$ cat config.mk
export PLATFORM = sky130hd
export DESIGN_NAME = exe_mdu
export DESIGN_NICKNAME = d
export VERILOG_FILES = /design/src/rtl/mdu_pkg.sv /design/src/rtl/mdu_div_iter.sv /design/src/rtl/exe_mdu.sv
export SDC_FILE = /design/constraint.sdc
export NUM_CORES = 1
export LEC_CHECK = 0
export CAP_MARGIN = 15
export CORE_MARGIN = 2
export CORE_UTILIZATION = 60
export DETAILED_ROUTE_END_ITERATION = 6
export GPL_TIMING_DRIVEN = 0
export PLACE_DENSITY = 0.84
export SLEW_MARGIN = 20
export SYNTH_ARGS = -nofsm -noshare
export SYNTH_HDL_FRONTEND = slang
export SYNTH_SLANG_ARGS = --single-unit
$ cat constraint.sdc
create_clock -name clk -period 15.7 [get_ports clk]
set_input_delay 3.14 -clock clk [delete_from_list [all_inputs] [get_ports clk]]
set_output_delay 3.14 -clock clk [all_outputs]
set_load 0.02 [all_outputs]
$ cat src/rtl/mdu_pkg.sv
// mdu_pkg: shared types and decode helpers for the EXE-stage multiply/divide unit.
package mdu_pkg;

  typedef enum logic [2:0] {
    OP_MUL    = 3'd0,
    OP_MULH   = 3'd1,
    OP_MULHSU = 3'd2,
    OP_MULHU  = 3'd3,
    OP_DIV    = 3'd4,
    OP_DIVU   = 3'd5,
    OP_REM    = 3'd6,
    OP_REMU   = 3'd7
  } mdu_op_e;

  typedef enum logic [1:0] {
    IDLE = 2'd0,
    CALC = 2'd1,
    DONE = 2'd2
  } mdu_state_e;

  // Divide family occupies the upper half of the funct3 space.
  function automatic logic is_div(input logic [2:0] op);
    return op[2];
  endfunction

  // rs1 is treated as two's complement for MULH, MULHSU, DIV and REM.
  function automatic logic is_signed_rs1(input logic [2:0] op);
    logic res;
    case (op)
      OP_MULH, OP_MULHSU, OP_DIV, OP_REM: res = 1'b1;
      default:                            res = 1'b0;
    endcase
    return res;
  endfunction

  // rs2 is treated as two's complement for MULH, DIV and REM only.
  function automatic logic is_signed_rs2(input logic [2:0] op);
    logic res;
    case (op)
      OP_MULH, OP_DIV, OP_REM: res = 1'b1;
      default:                 res = 1'b0;
    endcase
    return res;
  endfunction

endpackage

$ cat src/rtl/mdu_div_iter.sv
// mdu_div_iter: restoring-division step on operand magnitudes. The dividend
// register shifts left as quotient bits enter at the bottom; the partial
// remainder lives beside it. Next-state values are exported so the parent can
// capture the final quotient/remainder on the same edge as the last step.
module mdu_div_iter #(
  parameter int DATA_WIDTH = 32
) (
  input  logic                  clk,
  input  logic                  rst,
  input  logic                  load,
  input  logic                  step,
  input  logic [DATA_WIDTH-1:0] dividend,
  input  logic [DATA_WIDTH-1:0] divisor,
  output logic [DATA_WIDTH-1:0] quo_next,
  output logic [DATA_WIDTH-1:0] rem_next
);

  localparam int W = DATA_WIDTH;

  logic [W-1:0] quo_r;
  logic [W-1:0] rem_r;
  logic [W-1:0] dvs_r;
  logic [W:0]   part_s;
  logic [W-1:0] diff_s;

  // One trial subtraction: shift in the next dividend bit, subtract if it fits.
  always_comb begin
    part_s = {rem_r, quo_r[W-1]};
    diff_s = part_s[W-1:0] - dvs_r;
    if (part_s >= {1'b0, dvs_r}) begin
      rem_next = diff_s;
      quo_next = {quo_r[W-2:0], 1'b1};
    end else begin
      rem_next = part_s[W-1:0];
      quo_next = {quo_r[W-2:0], 1'b0};
    end
  end

  // Operand load on accept, then one quotient bit per step.
  always_ff @(posedge clk or posedge rst) begin
    if (rst) begin
      quo_r <= {W{1'b0}};
      rem_r <= {W{1'b0}};
      dvs_r <= {W{1'b0}};
    end else if (load) begin
      quo_r <= dividend;
      rem_r <= {W{1'b0}};
      dvs_r <= divisor;
    end else if (step) begin
      quo_r <= quo_next;
      rem_r <= rem_next;
    end
  end

endmodule

$ cat src/rtl/exe_mdu.sv
// exe_mdu: multi-cycle RV32M multiply/divide unit with valid/ready handshake.
// Build option MDU_DIV_EN: when defined, the restoring divider and the
// divide-by-zero / signed-overflow fast paths are present; when undefined,
// divide ops complete in one cycle with a zero result.
module exe_mdu
  import mdu_pkg::*;
#(
  parameter int DATA_WIDTH = 32,
  parameter int TAG_W      = 5
) (
  input  logic                  clk,
  input  logic                  rst,
  input  logic                  flush,
  input  logic                  valid_i,
  output logic                  ready_o,
  input  logic [2:0]            op_i,
  input  logic [DATA_WIDTH-1:0] rs1_i,
  input  logic [DATA_WIDTH-1:0] rs2_i,
  input  logic [TAG_W-1:0]      rd_i,
  output logic                  valid_o,
  input  logic                  ready_i,
  output logic [DATA_WIDTH-1:0] result_o,
  output logic [TAG_W-1:0]      rd_o,
  output logic                  busy_o
);

  localparam int W  = DATA_WIDTH;
  localparam int CW = $clog2(DATA_WIDTH + 1);

  mdu_state_e      state_r, state_nx;
  logic [2:0]      op_r;
  logic [TAG_W-1:0] rd_r;
  logic            neg_r;
  logic [CW-1:0]   cnt_r;
  logic [W-1:0]    mcand_r;
  logic [2*W-1:0]  acc_r;
  logic [W-1:0]    result_r;
  logic            valid_r, busy_r;

  logic            accept_s, step_s, last_s, s1_s, s2_s;
  logic [W-1:0]    abs1_s, abs2_s;
  logic [W:0]      add_s;
  logic [2*W-1:0]  acc_nx_s, prod_s;
  logic [W-1:0]    mul_res_s, calc_res_s, fast_res_s;
  logic            fast_s;

  assign ready_o  = (state_r == IDLE) && !flush;
  assign accept_s = valid_i && ready_o;
  assign step_s   = (state_r == CALC) && !flush;
  assign last_s   = (cnt_r == CW'(1));
  assign valid_o  = valid_r;
  assign busy_o   = busy_r;
  assign result_o = result_r;
  assign rd_o     = rd_r;

  // Operand sign extraction and magnitudes for the iterative datapaths.
  always_comb begin
    s1_s = is_signed_rs1(op_i) & rs1_i[W-1];
    s2_s = is_signed_rs2(op_i) & rs2_i[W-1];
    if (s1_s) abs1_s = -rs1_i; else abs1_s = rs1_i;
    if (s2_s) abs2_s = -rs2_i; else abs2_s = rs2_i;
  end

  // Shift-add step: add multiplicand to the top half when the LSB is set, then shift right.
  always_comb begin
    add_s    = {1'b0, acc_r[2*W-1:W]} + {1'b0, (acc_r[0] ? mcand_r : {W{1'b0}})};
    acc_nx_s = {add_s, acc_r[W-1:1]};
    if (neg_r) prod_s = -acc_nx_s; else prod_s = acc_nx_s;
    if (op_r == OP_MUL) mul_res_s = prod_s[W-1:0]; else mul_res_s = prod_s[2*W-1:W];
  end

`ifdef MDU_DIV_EN
  localparam logic [W-1:0] MOST_NEG = {1'b1, {(W-1){1'b0}}};

  logic         s1_r;
  logic         div_zero_s, ovf_s;
  logic [W-1:0] quo_nx_s, rem_nx_s, quo_s, rem_s;

  mdu_div_iter #(.DATA_WIDTH(W)) u_div (
    .clk      (clk),
    .rst      (rst),
    .load     (accept_s),
    .step     (step_s),
    .dividend (abs1_s),
    .divisor  (abs2_s),
    .quo_next (quo_nx_s),
    .rem_next (rem_nx_s)
  );

  // Divide-by-zero and signed overflow results are known without iterating.
  always_comb begin
    div_zero_s = (rs2_i == {W{1'b0}});
    ovf_s      = is_signed_rs1(op_i) && (rs1_i == MOST_NEG) && (rs2_i == {W{1'b1}});
    fast_s     = is_div(op_i) && (div_zero_s || ovf_s);
    if (div_zero_s) fast_res_s = op_i[1] ? rs1_i : {W{1'b1}};
    else            fast_res_s = op_i[1] ? {W{1'b0}} : rs1_i;
  end

  // Final signed fix-up: quotient takes sign(rs1)^sign(rs2), remainder takes sign(rs1).
  always_comb begin
    if (neg_r) quo_s = -quo_nx_s; else quo_s = quo_nx_s;
    if (s1_r)  rem_s = -rem_nx_s; else rem_s = rem_nx_s;
    if (is_div(op_r)) calc_res_s = op_r[1] ? rem_s : quo_s;
    else              calc_res_s = mul_res_s;
  end

  // Dividend sign kept for the remainder fix-up.
  always_ff @(posedge clk or posedge rst) begin
    if (rst)           s1_r <= 1'b0;
    else if (accept_s) s1_r <= s1_s;
  end
`else
  assign fast_s     = is_div(op_i);
  assign fast_res_s = {W{1'b0}};
  assign calc_res_s = mul_res_s;
`endif

  // Next-state: flush wins over everything, including the result handshake.
  always_comb begin
    state_nx = state_r;
    if (flush) begin
      state_nx = IDLE;
    end else begin
      case (state_r)
        IDLE:    if (valid_i) state_nx = fast_s ? DONE : CALC; else state_nx = IDLE;
        CALC:    if (last_s)  state_nx = DONE; else state_nx = CALC;
        DONE:    if (ready_i) state_nx = IDLE; else state_nx = DONE;
        default: state_nx = IDLE;
      endcase
    end
  end

  // State register with registered valid/busy decoded from the next state.
  always_ff @(posedge clk or posedge rst) begin
    if (rst) begin
      state_r <= IDLE;
      valid_r <= 1'b0;
      busy_r  <= 1'b0;
    end else begin
      state_r <= state_nx;
      valid_r <= (state_nx == DONE);
      busy_r  <= (state_nx != IDLE);
    end
  end

  // Request capture, multiplier iteration and result register.
  always_ff @(posedge clk or posedge rst) begin
    if (rst) begin
      op_r     <= 3'd0;
      rd_r     <= {TAG_W{1'b0}};
      neg_r    <= 1'b0;
      cnt_r    <= {CW{1'b0}};
      mcand_r  <= {W{1'b0}};
      acc_r    <= {(2*W){1'b0}};
      result_r <= {W{1'b0}};
    end else if (accept_s) begin
      op_r    <= op_i;
      rd_r    <= rd_i;
      neg_r   <= s1_s ^ s2_s;
      cnt_r   <= CW'(W);
      mcand_r <= abs1_s;
      acc_r   <= {{W{1'b0}}, abs2_s};
      if (fast_s) result_r <= fast_res_s;
    end else if (step_s) begin
      acc_r <= acc_nx_s;
      cnt_r <= cnt_r - CW'(1);
      if (last_s) result_r <= calc_res_s;
    end
  end

endmodule

# After elaboration in Yosys (flattened, before gate mapping)
# Index checks and enable logic that the tools add are counted.
[totals]
ff_bits = 147
output_inout_bits = 40
[op_classes]
addsub = 5
n_eq_ne = 9
mux = 21
bitwise_logic = 3
n_reduce_logical = 12
[ops]
columns = ["op", "n"]
rows = [
  ["two-way mux 32 bit", 8],
  ["two-way mux 64 bit", 3],
  ["negator 32 bit", 2],
  ["negator 64 bit", 1],
  ["adder 32 x 32 -> 33 bit", 1],
  ["two-way mux 6 bit", 2],
  ["two-way mux 2 bit", 5],
  ["equality test 3 bit (second input constant)", 2],
  ["equality test 6 x 1 -> 1 bit (second input constant)", 1],
  ["case mux 2 bit (3 select lines)", 1],
  ["nonzero test 2 bit", 3],
  ["subtractor 6 x 1 -> 6 bit (second input constant)", 1],
  ["equality test 2 bit (second input constant)", 2],
  ["OR reduction 4 bit", 1],
  ["equality test 3 x 1 -> 1 bit (second input constant)", 1],
  ["equality test 3 x 2 -> 1 bit (second input constant)", 1],
  ["logical AND 1 bit", 3],
  ["zero test 3 bit", 1],
  ["AND reduction 3 bit", 1],
  ["OR reduction 3 bit", 1],
  ["bitwise AND 1 bit", 2],
  ["equality test 2 x 1 -> 1 bit (second input constant)", 1],
  ["zero test 2 bit", 1],
  ["two-way mux 1 bit", 2],
  ["3 further kinds", 3],
]

# Logic depth before layout (Yosys ltp)
[depth]
ltp_word = 8
mapped_depth = 15

# Worst setup path after synthesis
# Ideal clock, no wire load.
[synth_path]
path_type = "input port to output port"
start = "input port flush"
end = "output port ready_o"
arrival_time_ns = 3.673
required_time_ns = 12.560
slack_ns = 8.887
path_stages = 1
n_path_buf = 0
cell_sequence = "nor3_1"
[synth_via]
elab_chain_cells = 2
[synth_lines]
columns = ["item", "line_no", "source"]
rows = [
  ["start: declaration", "exe_mdu.sv:13", "input logic flush,"],
  ["zero test 1 bit", "exe_mdu.sv:47", "assign ready_o = (state_r == IDLE) && !flush;"],
  ["logical AND 1 bit", "exe_mdu.sv:47", ""],
  ["end: declaration", "exe_mdu.sv:15", "output logic ready_o,"],
]
# Every way passes these cells.

# Final worst setup path
# Same ends and word-level chain as after synthesis.

==> flow_summary.yaml <==
finish:
  area_growth_pct: 19.5
  drive_above_1_share: 0.0382
  nets: 1646
  diodes: 0
  utilization: 0.730
worst_hold_path:
  holdPathEnd: "mcand_r[22]"
  min_from: "mcand_r[22]"
  hp-class: "flop to flop"
  whs_path_depth: 2
power_and_ir_drop:
  p_total_mw: 1.58
  cellLeakagePower_nw: 5.61
  ir_worst_vdd_mv: 0.100
  cellPowerDensity_nw_per_um2: 120
grt:
  antenna_found_initial: 0
  track_usage: 0.362
  grt-ovfl-total: 0
  grt_start_max_net_pins: 90
  grt_pass1_wl_um: 56100
  grt_pass1_vias: 10700
setup_path:
  crit_fanout: 4
  cp-end-kind: "output pin"
  rr_worst_depth: 15
  critPathLaunchType: "input port"
  worstPathArrival_ns: 4.54
  reg2reg_from: "acc_r[0]"
  regToRegEndpoint: "result_o[29]"
  crit_required_ns: 12.56
  r2r_slack_ns: 10.18
  path_class: "input port to output pin"
yosys:
  synth.distinct_cells: 68
  synthesis.area_um2: 11000
  yosysTopAreaCellShare: 0.335
  ys_warn_count: 0
  avgSynthCellArea_um2: 7.87
  ys_seq_elements: 147
  synth-main-ff-cell: "dfrtp_1"
  synthTopCellsByArea: "dfrtp_1, nand2_1, o21ai_0"
  async_flop_share: 1.00
  netlist_instances: 1395
  syn-num-nets: 1510
  yosysSeqAreaShare: 0.335
  synth_edf_count: 0
  synth_area_leader_cell: "dfrtp_1"
drt:
  drt-pass1-iter-count: 6
  postRouteAntennaNets: 0
  drc_errors: 0
  wl_um: 35100
  drt-initial-drc-count: 1305
  via_per_inst: 6.47
  routedWlPerCell_um: 19.8
  vias: 11500
clocking:
  cts_buffers: 17
  cts.sinks: 147
  htreeDepth: 4
  cts_resized: 0
  clk_latency_ns: 0.44
  cts_setup_buffers: 0
  hold_buffers: 0
  cts_root_buffer: "clkbuf_16"
  cts_tree: "built"
  clockBufferDepth: 2
  clk_pin_slew_ns: 0.06
die:
  core_um2: 18000
  io_pins: 117
  floorplan.initialDensity: 0.611
  die_h_um: 139
  rows: 49
  dieArea_um2: 19400
  die_w_um: 139
timing:
  drv_slew: 0
  slew-limit-headroom: 0.319
  finalCritPeriodShare: 0.489
  tightest_slew_ns: 1.01
  min_period_ns: 7.68
  timing.fmax_mhz: 130
  hold_slack_ns: 0.479
  hold_viol: 0
  skew_ns: 0.0113
  tns_ns: 0
  finalSetupViolCount: 0
  rsz0062_at_grt: "no"
place:
  gp_congestion: 1.01
  port_buffers: 116
  dp_hpwl_um: 26800
run:
  cap_violations: 0
outcome:
  status: "completed"
## layer usage
| layer | vias up | wire (µm) | track usage | share of wire |
|---|---|---|---|---|
| met5 | - | 0 | 0 | 0 |
| met4 | 0 | 1070 | 0.125 | 0.030 |
| met3 | 90 | 3630 | 0.0871 | 0.10 |
| met2 | 618 | 15500 | 0.548 | 0.44 |
| met1 | 5489 | 15000 | 0.510 | 0.43 |
| li1 | 5269 | - | - | - |
## power by group
group / switching (mW) / internal, mW
clock: 0.185 / 0.274
combinational: 0.377 / 0.222
sequential: 0.0736 / 0.446
## sequential cells by signal, indices dropped and copies added (netlist names)
| name | cells |
|---|---|
| result_o | 32 |
| valid_o | 1 |
| neg_r | 1 |
| rd_o | 5 |
| busy_o | 1 |
| acc_r | 64 |
| state_r | 2 |
| cnt_r | 6 |
| op_r | 3 |
| mcand_r | 32 |
## cell usage after synthesis (all sizes together) (7+ instances only)
master and instances:
nand2 248, o31ai 27, nand4 17, a22o 8
or4 13, and2 43, o21ai 140, a21oi 77
and3 7, xor2 68, clkbuf 72, ha 37
nor4 16, a31oi 39, nand3 53, o211ai 8
o41ai 12, or3 11, xnor2 70, a22oi 7
nor2 113, dfrtp 147, a21o 14, a211oi 13
inv 22, nor3 24
## area by class of cell
| class | instances | area [µm²] |
|---|---|---|
| timing repair buffer | 117 | 1190 |
| tap | 229 | 287 |
| inverter | 22 | 90.1 |
| clock inverter | 15 | 231 |
| multi-input combinational | 1149 | 6920 |
| sequential | 147 | 3680 |
| buffer | 77 | 297 |
| fill | 1474 | 4850 |
| clock buffer | 17 | 425 |
## critical path: stages
cell             delay (ns)
clkdlybuf4s50_1        0.46
nor3_1                 0.26
clkdlybuf4s50_1        0.68
## per-stage QoR
step                area (µm²)  cells  setup WS (ns)
floorplan                11000   1395           8.61
global placement         12400   1740           6.59
detailed placement       12500   1741           8.03
CTS                      13100   1773           8.02
global route             13100   1773           7.94
finish                   13100   1773           8.02
## how the worst max path moves through the flow
| stage | from | end |
|---|---|---|
| after floorplan | rst | acc_r[0] |
| after global placement | rst | acc_r[26] |
| after detailed placement | flush | ready_o |
| after CTS | flush | ready_o |
| after global routing | flush | ready_o |
| final | flush | ready_o |
## logic make-up (layout without fill, tap and decap cells)
logic type | Yosys count | count (layout) | share of synthesized area
multiplexers | 5 | 5 | 0.00456
XOR/XNOR | 138 | 138 | 0.110
AO/OA/AOI/OAI | 388 | 388 | 0.220
AND/OR/NAND/NOR | 580 | 580 | 0.252
flip-flops | 147 | 147 | 0.335
adder cells (fa/ha/maj) | 38 | 38 | 0.0440
buffers and inverters | 99 | 248 | 0.0345
## layout by cell type, fill, tap and decap left out, drive strengths merged, types with 12 or more instances in the layout
cell type,n
or4,13
dfrtp,147
inv,31
nor3,24
and2,43
a21oi,77
o21ai,140
o41ai,12
clkdlybuf4s50,116
clkbuf,89
nand3,53
nor4,16
ha,37
a211oi,13
nor2,113
o31ai,27
a31oi,39
nand4,17
a21o,14
xor2,68
nand2,248
xnor2,70
Power figures use the tool's default switching activity.
==> variant (same flow settings) <==
Add a define of `MDU_DIV_EN`.
--- a/src/rtl/exe_mdu.sv
+++ b/src/rtl/exe_mdu.sv
@@ -2,6 +2,8 @@
 // Build option MDU_DIV_EN: when defined, the restoring divider and the
 // divide-by-zero / signed-overflow fast paths are present; when undefined,
 // divide ops complete in one cycle with a zero result.
+`define MDU_DIV_EN
+
 module exe_mdu
   import mdu_pkg::*;
 #(
Formal check against the unedited RTL: not equivalent (a bounded check fails within 4 cycles, from zero or initial values and one cycle with rst high).
==> variant against the original RTL <==
Total power rose to 2.8 times the old value. Clock power up 66%. Count of clock-buffer cells in the layout increased by 24. Area after synthesis rose by 89%. Combinational power increased to 4.3 times the old value. Critical endpoint is now result_o[7]. Hold slack worse by 6.5 ps. Setup slack got worse by 940 ps. Wire length grew to 2.6 times the old value. Global-route usage rose by 14 points. Sequential cell count up 97. Cell area rose by 80%. Via count is 110% higher. Critical path type is now primary input to flip-flop.
==> variant: results (changes against the original RTL) <==
Outcome
  – Status: completed

Detailed routing
  – Starting DRC count in detailed routing: 3948 (+200%)
  – Routed via count: 24205 (+110%)
  – Total Wirelength: 91900 um (+160%)
  – Met3 wire len: 14400 um (+300%)
  – Post-DR vias/cell: 7.23 (+12%)
  – DR WL met2: 37000 um (+140%)
  – M1 WL: 34900 um (+130%)
  – Drt pass-1 iters: 7 (+1)

Layout
  – Layout cell share with drive strength beyond 1: 0.0325 (-0.00574)
  – Most flop-heavy register: acc_r
  – Nets@finish: 3023 (+84%)
  – Fill cell count: 2782 (+89%)

Worst setup path
  – CP max FO: 10 (+6)
  – R2r setup slk: 8190 ps (-1990 ps)
  – Setup crit end: result_o[7]
  – Delay-heaviest family, CP: simple AND/OR/NAND/NOR gates
  – RR Endpoint: result_o[30]
  – Data arrival time of the critical path: 9110 ps (+4570 ps)
  – Setup crit start: rs1_i[6]
  – Worst path max stage delay: 850 ps (+170 ps)
  – Crit-path slowest cell: nor4bb_2
  – R2r startpoint: u_div.rem_r[14]

Yosys
  – Synth unique cells: 94 (+38%)
  – Post-synth top cells: 339 x nand2_1, 273 x a21oi_1, 244 x dfrtp_1
  – Synth Area in Compound Gates: 0.256 (+0.0364)
  – Syn Area/Cell: 7.61 um^2 (-3.2%)
  – Sequential area share after synthesis: 0.295 (-0.0406)
  – Adder-cell share of the synthesized area: 0.0507 (+0.00671)
  – Synth top area cells: dfrtp_1 29%, a21oi_1 6.6%, nand2_1 6.1%
  – Syn_nets: 2873 (+90%)

Timing
  – Clock skew: 31.2 ps (+19.9 ps)

Power
  – Leak: 9.71 nW (+73%)
  – Worst vdd ir: 151 uV (+50%)
  – Sw Ratio: 0.513 (+0.110)

Placement
  – Placed Instances: 3294 (+89%)
  – DP HPWL: 71100 um (+170%)
  – Setup WS pre-CTS: 6870 ps (-1160 ps)
  – IO buf count: 115 (-0.86%)
  – Gpl congestion: 1.12 (+11%)

CTS
  – H-tree depth: 1 (-3)
  – Clk_lat worst skew: 610 ps (+170 ps)
  – Clk buf depth: 3 (+1)
  – Num CTS Buffers: 31 (+14)

Global routing
  – Global-route wire length before repair: 136000 um (+140%)
  – GRT Overall Usage: 0.501 (+0.139)
  – GRT met1 Usage: 0.679 (+0.169)
  – GR Util met3: 0.166 (+0.0791)
  – Met2 usage: 0.716 (+0.168)
  – Initial antenna violation count: 0 (unchanged)
  – Largest net degree at the start of global routing: 93 (+3.3%)

Worst hold path
  – Min-delay src: mcand_r[31]
  – Hold EP: mcand_r[31]
## variant: per-stage QoR
step / hold WS [ps] / total power [mW] / cell area (um^2)
after floorplan: 439 / 2.66 / 20700
after global placement: 456 / 3.43 / 22400
after detailed placement: 459 / 3.50 / 22500
after CTS: 473 / 4.27 / 23600
after global routing: 488 / 4.60 / 23600
final: 472 / 4.43 / 23600
## variant: power groups by stage
stage	clock [mW]	sequential, mW	combinational [mW]
finish	0.760	1.07	2.60
global route	0.773	1.08	2.75
CTS	0.752	1.05	2.47
detailed placement	0	1.05	2.45
global placement	0	1.04	2.39
floorplan	0	1.01	1.65
## variant: final cells by class
type                       count  area, um^2  share of cell area
buffer                       180         694              0.0294
clock buffer                  41         883              0.0375
clock inverter                15         181             0.00769
inverter                      78         300              0.0127
multi-input combinational   2220       13600               0.579
sequential                   244        6110               0.259
tap                          455         569              0.0241
timing repair buffer         117        1210              0.0511
